File: config.mk
export PLATFORM = sky130hd
export DESIGN_NAME = fpa_share_arb
export DESIGN_NICKNAME = d
export VERILOG_FILES = /design/src/rtl/fpa_share_arb.sv
export SDC_FILE = /design/constraint.sdc
export NUM_CORES = 1
export LEC_CHECK = 0
export BUFFER_PORTS_ARGS = -buffer_cell sky130_fd_sc_hd__buf_2
export CORE_AREA = 4 4 101 103
export CTS_BUF_LIST = sky130_fd_sc_hd__clkbuf_8
export DETAILED_ROUTE_END_ITERATION = 16
export DIE_AREA = 0 0 105 107
export PLACE_DENSITY_LB_ADDON = 0.15
export SYNTH_ARGS = -nofsm -noshare
export SYNTH_HDL_FRONTEND = slang
export SYNTH_SLANG_ARGS = --single-unit
File: constraint.sdc
create_clock -name clk -period 3.6 [get_ports clk]
set_input_delay 0.36 -clock clk [delete_from_list [all_inputs] [get_ports clk]]
set_output_delay 0.36 -clock clk [all_outputs]
set_load 0.02 [all_outputs]
File: src/rtl/fpa_share_arb.sv
// Round-robin scheduler time-sharing one combinational FP adder between two requesters.
// Optional feature macro: FPA_ARB_ZERO_BYPASS_EN (zero-operand short-circuit).
module fpa_share_arb #(
    parameter int unsigned SETTLE = 2
) (
    input  logic        clk,
    input  logic        rst,
    input  logic [1:0]  req_valid,
    input  logic [31:0] req_a0,
    input  logic [31:0] req_b0,
    input  logic [31:0] req_a1,
    input  logic [31:0] req_b1,
    output logic [1:0]  req_ready,
    output logic [1:0]  resp_valid,
    output logic [31:0] resp_sum,
    output logic        resp_of,
    output logic        busy,
    output logic [31:0] fpa_a,
    output logic [31:0] fpa_b,
    input  logic [31:0] fpa_sum,
    input  logic        fpa_of
);

    localparam logic [3:0] SettleCnt = 4'(SETTLE);

    typedef enum logic [1:0] {StIdle, StExec, StDone} state_e;

    state_e      state_q, state_d;
    logic [3:0]  cnt_q, cnt_d;
    logic        prio_q, prio_d;
    logic        owner_q, owner_d;
    logic [31:0] fpa_a_q, fpa_a_d;
    logic [31:0] fpa_b_q, fpa_b_d;
    logic [31:0] sum_q, sum_d;
    logic        of_q, of_d;

    logic [1:0]  grant;
    logic        sel;
    logic [31:0] acc_a, acc_b;
`ifdef FPA_ARB_ZERO_BYPASS_EN
    logic        a_zero, b_zero;
`endif

    always_comb begin
        state_d = state_q;
        cnt_d   = cnt_q;
        prio_d  = prio_q;
        owner_d = owner_q;
        fpa_a_d = fpa_a_q;
        fpa_b_d = fpa_b_q;
        sum_d   = sum_q;
        of_d    = of_q;
        grant   = 2'b00;
        sel     = 1'b0;
        acc_a   = '0;
        acc_b   = '0;
`ifdef FPA_ARB_ZERO_BYPASS_EN
        a_zero  = 1'b0;
        b_zero  = 1'b0;
`endif
        unique case (state_q)
            StIdle: begin
                if (req_valid != 2'b00) begin
                    // Contention goes to prio; otherwise the lone requester wins.
                    sel     = (req_valid == 2'b11) ? prio_q : req_valid[1];
                    grant   = sel ? 2'b10 : 2'b01;
                    acc_a   = sel ? req_a1 : req_a0;
                    acc_b   = sel ? req_b1 : req_b0;
                    fpa_a_d = acc_a;
                    fpa_b_d = acc_b;
                    owner_d = sel;
                    prio_d  = ~sel;
                    cnt_d   = SettleCnt;
                    state_d = StExec;
`ifdef FPA_ARB_ZERO_BYPASS_EN
                    a_zero = (acc_a[30:0] == 31'd0);
                    b_zero = (acc_b[30:0] == 31'd0);
                    if (a_zero || b_zero) begin
                        state_d = StDone;
                        cnt_d   = 4'd0;
                        of_d    = 1'b0;
                        if (a_zero && b_zero) begin
                            sum_d = {acc_a[31] & acc_b[31], 31'd0};
                        end else if (a_zero) begin
                            sum_d = acc_b;
                        end else begin
                            sum_d = acc_a;
                        end
                    end
`endif
                end
            end
            StExec: begin
                cnt_d = cnt_q - 4'd1;
                if (cnt_q == 4'd1) begin
                    sum_d   = fpa_sum;
                    of_d    = fpa_of;
                    state_d = StDone;
                end
            end
            StDone: begin
                state_d = StIdle;
            end
            default: begin
                state_d = StIdle;
            end
        endcase
    end

    always_ff @(posedge clk) begin
        if (rst) begin
            state_q <= StIdle;
            cnt_q   <= 4'd0;
            prio_q  <= 1'b0;
            owner_q <= 1'b0;
            fpa_a_q <= '0;
            fpa_b_q <= '0;
            sum_q   <= '0;
            of_q    <= 1'b0;
        end else begin
            state_q <= state_d;
            cnt_q   <= cnt_d;
            prio_q  <= prio_d;
            owner_q <= owner_d;
            fpa_a_q <= fpa_a_d;
            fpa_b_q <= fpa_b_d;
            sum_q   <= sum_d;
            of_q    <= of_d;
        end
    end

    // Handshake pulses are suppressed while reset is held so an aborted cycle grants nothing.
    assign req_ready  = rst ? 2'b00 : grant;
    assign resp_valid = (rst || state_q != StDone) ? 2'b00 : (owner_q ? 2'b10 : 2'b01);
    assign busy       = (state_q != StIdle);
    assign resp_sum   = sum_q;
    assign resp_of    = of_q;
    assign fpa_a      = fpa_a_q;
    assign fpa_b      = fpa_b_q;

endmodule
# Word level (Yosys, flattened, before mapping)
# Index checks and enable logic that the tools add are counted.
[classes]
n_reduce_logical = 9
eq_ne = 6
n_bitwise = 1
n_addsub = 1
muxes = 14
[op_table]
columns = ["operator", "count"]
rows = [
  ["32-bit two-way mux", 2],
  ["2-bit two-way mux", 8],
  ["4-bit case mux with 2 select lines", 1],
  ["2-bit AND reduction", 4],
  ["2-bit inequality test, second input constant", 3],
  ["2-bit nonzero test", 3],
  ["4-bit by 1-bit == test with 1-bit output, second input constant", 1],
  ["4-bit two-way mux", 1],
  ["2-bit case mux with 2 select lines", 1],
  ["4-bit by 1-bit subtractor with 4-bit output, second input constant", 1],
  ["2-bit by 1-bit == test with 1-bit output, second input constant", 1],
  ["2-bit == test, second input constant", 1],
  ["2-bit zero test", 1],
  ["1-bit logical OR", 1],
  ["1-bit two-way mux", 1],
  ["1-bit inverter", 1],
]
[totals]
inputBits = 165
output_inout_bits = 102
word_cells = 39
ff_bits = 105

# Depth between registers and ports, before layout
[logic_depth]
word_depth = 6
ltp_mapped = 7
ltp_nobuf = 5

# Worst setup path before layout
# OpenSTA, ideal clock, no wires.
[synth_timing]
kind = "in2out"
start = "in rst"
end = "out resp_valid[0]"
arrival_time_ps = 1440
required_ps = 3240
cell_stages = 3
setup_slack_ps = 1800
path_buffers = 2
cell_sequence = "clkbuf_1 > clkbuf_1 > nor4b_1"
[synth_between]
elab_chain_len = 2
[synth_rtl]
columns = ["item", "line", "text"]
rows = [
  ["start, declared", "7", "input logic rst,"],
  ["1-bit logical OR", "134", "assign resp_valid = (rst || state_q != StDone) ? 2'b00 : (owner_q ? 2'b10 : 2'b01);"],
  ["2-bit two-way mux", "134", ""],
  ["end, declared", "14", "output logic [1:0] resp_valid,"],
]
# No other way between the ends.

# Worst setup path after layout
[layout_timing]
start = "reg state_q[1]"
end = "out req_ready[0]"
[layout_between]
elab_chain_len = 3
[layout_rtl]
columns = ["item", "line", "text"]
rows = [
  ["start, declared", "28", "state_e state_q, state_d;"],
  ["start signal, assigned", "112", "state_q <= StIdle;"],
  ["start signal, assigned", "121", "state_q <= state_d;"],
  ["2-bit zero test", "61", "unique case (state_q)"],
  ["2-bit two-way mux", "61", ""],
  ["2-bit two-way mux", "133", "assign req_ready = rst ? 2'b00 : grant;"],
  ["end, declared", "13", "output logic [1:0] req_ready,"],
]
# No other way between the ends.

==> impl_results.md <==
* DR pass1 iterations at 6
* Top-area cell type share of the netlist area at 0.517
* WL/cell at 15.4 microns
* Pleak at about 2.7 nW
* Yosys warning count at 0
* H-tree lvl count at 3
* Share of cells above drive strength 1 at 0.418
* Fmax at roughly 420 MHz
* Cell Area, Synth at just over 0.004 sq mm
* Port-buffer cells at between 200 and 300
* Syn Inst Count at 456
* Total GRT Usage at 0.216
* Worst skew pair latency at 0.36 ns
* Post-Route M1 WL at between 4000 and 5000 microns
* Layout Cells excl Fill at between 800 and 900
* Routed wl met2 at between 6000 and 7000 microns
* Worst clock skew at between 0.015 and 0.02 ns
* Synth area leader: dfxtp_1
* Number of synthesized flops with an enable pin at 0
* Syn nets at ~620
* Power Density at roughly 450 mW/mm^2
* Die Y at roughly 110 microns
* Hold Worst Slack at between 0.2 and 0.25 ns
* Sinks on Clock Net at approximately 110
* Sequential area share after synthesis at 0.517
* Crit-path max cell delay at 0.63 ns
* Critical-path cell list: nor2_4, inv_2, a211oi_4, and2b_1, buf_2
* Met3 Wirelength at just under 1000 microns
* Final min period at 2.38 ns
* Area Growth Syn to Fin at 37.8%
* Worst Path Buf+Inv at 2
* Initial core utilization at 0.442
* CP max stage cell: a211oi_4
* Final Core Density at 0.610
* Crit-path max FO at 18
* Post-CTS setup buffer count at 0
* Most frequent cell after synthesis: nand2_1
* FF+latch count, synth at 105
* Max_cap viols at 0
* Crit path from: state_q[1]
* Die X-Extent at about 110 microns
* First-pass GRT wire length at around 20000 microns
* Top layer in use: met4
* I/O pin total at about 270
* DRC Markers at 0
* RSZ-0062 raised after global routing: no
* CP required at about 3.2 ns
* Most common library cells after synthesis: nand2_1 (111), dfxtp_1 (105), a21oi_1 (47)
* Ys async rst share at 0
* Grt total ovfl at 0
* Worst setup SP type: flip-flop
* Setup TNS at 0 ns
* CTS Buf Count at 9
* Placed Instances at 805
* CP endpoint kind: output port
* Hold_buf cts at 0
* Core ar. at 0.00920 sq mm
* Clk root buf: clkbuf_8
* Die Area at around 0.011 sq mm
* Initial DRC Count at around 150
* Synth cell types at 37
* Row cnt at 35
* HP Class: input pin to flip-flop
* Final Cycle Share at 0.661
* Crit Path Category: flip-flop to output port
* Prevailing post-synth register cell: dfxtp_1
* Vias/cell at 5.19
* Antenna cells at 0
* CTS Buffer Depth at 2
* Worst Path Arrival at about 2 ns
* Cell family with most CP delay: compound AO/OA/AOI/OAI gates
* Hpwl dp at about 9500 microns
* Via Count at 4261
* Worst rel slew slack at 0.244
* Final Hold Vio Count at 0
* Worst hold path startpoint: req_a1[27]
* Total power at roughly 2.5 mW
* CTS tree: done
* Syn Area/Cell at 8.92 sq um
* R2R Path Start: state_q[1]
* Synth top area cells: dfxtp_1 (52%), nand2_1 (10%), a221o_1 (7.1%), a21oi_1 (5.8%), and2_1 (4.5%)
* ANT nets after route at 0
* CTS resizes at 0
* Nets@finish at 872
* Pins over their slew limit at 0
* Final setup viols at 0
* Status: completed
* Final WL at between 10000 and 15000 microns
* Antenna violations before repair at 0
* Worst-path clk slew at 0.11 ns
* Vias in the first global route at between 4000 and 5000
* Worst slew pin tran at roughly 1.1 ns
* GPL Wtd Cong at roughly 0.8
* Largest net degree at the start of global routing at 48
* Worst IR drop on VDD at about 0.00022 V
## layer usage
layer | vias up | global-route usage
li1 | 2110 | -
met1 | 1951 | 0.246
met2 | 177 | 0.379
met3 | 23 | 0.0644
met4 | 0 | 0.0853
met5 | - | 0
## worst paths after layout
path                       end  slack [ns]  depth (start not counted)
setup / recovery  req_ready[0]        1.22                          5
hold / removal       fpa_a[27]        0.21                          2
setup reg to reg      fpa_b[7]        1.53                          6
hold reg to reg   resp_sum[30]        0.46                          2
## cells by family after synthesis
kind of cell	synth area share
compound gates	0.232
mux	0.00246
buf+inv	0.0437
flops	0.517
simple gates	0.199
fa+ha+maj	0.00615
## power by group
group | internal, mW | leakage (nW) | switching, mW
Combinational | 0.222 | 1.80 | 0.326
Sequential | 1.25 | 0.861 | 0.0525
Clock | 0.251 | 0.0868 | 0.400
## flip-flops by register name, summed over array words and instances (netlist names)
name      cells
owner_q       1
resp_sum     32
state_q       2
fpa_a        32
resp_of       1
prio_q        1
cnt_q         4
fpa_b        32
## area by class of cell
class	instances	area (sq um)
clock buffers	9	124
multi-input cells	310	1790
flip-flops and latches	105	2100
inverters	7	26.3
fillers	868	3590
repair buffers	272	1380
clock inverters	7	46.3
well taps	111	139
## through the flow
step / worst slack, ns / cell area, sq um
2_1_floorplan: 1.80 / 4070
3_3_place_gp: 1.56 / 5440
3_5_place_dp: 1.48 / 5440
4_1_cts: 1.14 / 5610
5_1_grt: 1.03 / 5610
6_report: 1.22 / 5610
## cells in the final DEF (no fill, tap or decap), drive strengths merged, types with 3 or more instances in the layout
cell type	instances
buf	272
nand2	111
dfxtp	105
a21oi	49
nor2	35
and2	29
a221o	29
a311oi	18
a222oi	9
clkbuf	9
inv	9
a22oi	8
clkinv	3
a211oi	3
Power figures use the tool's default switching activity.
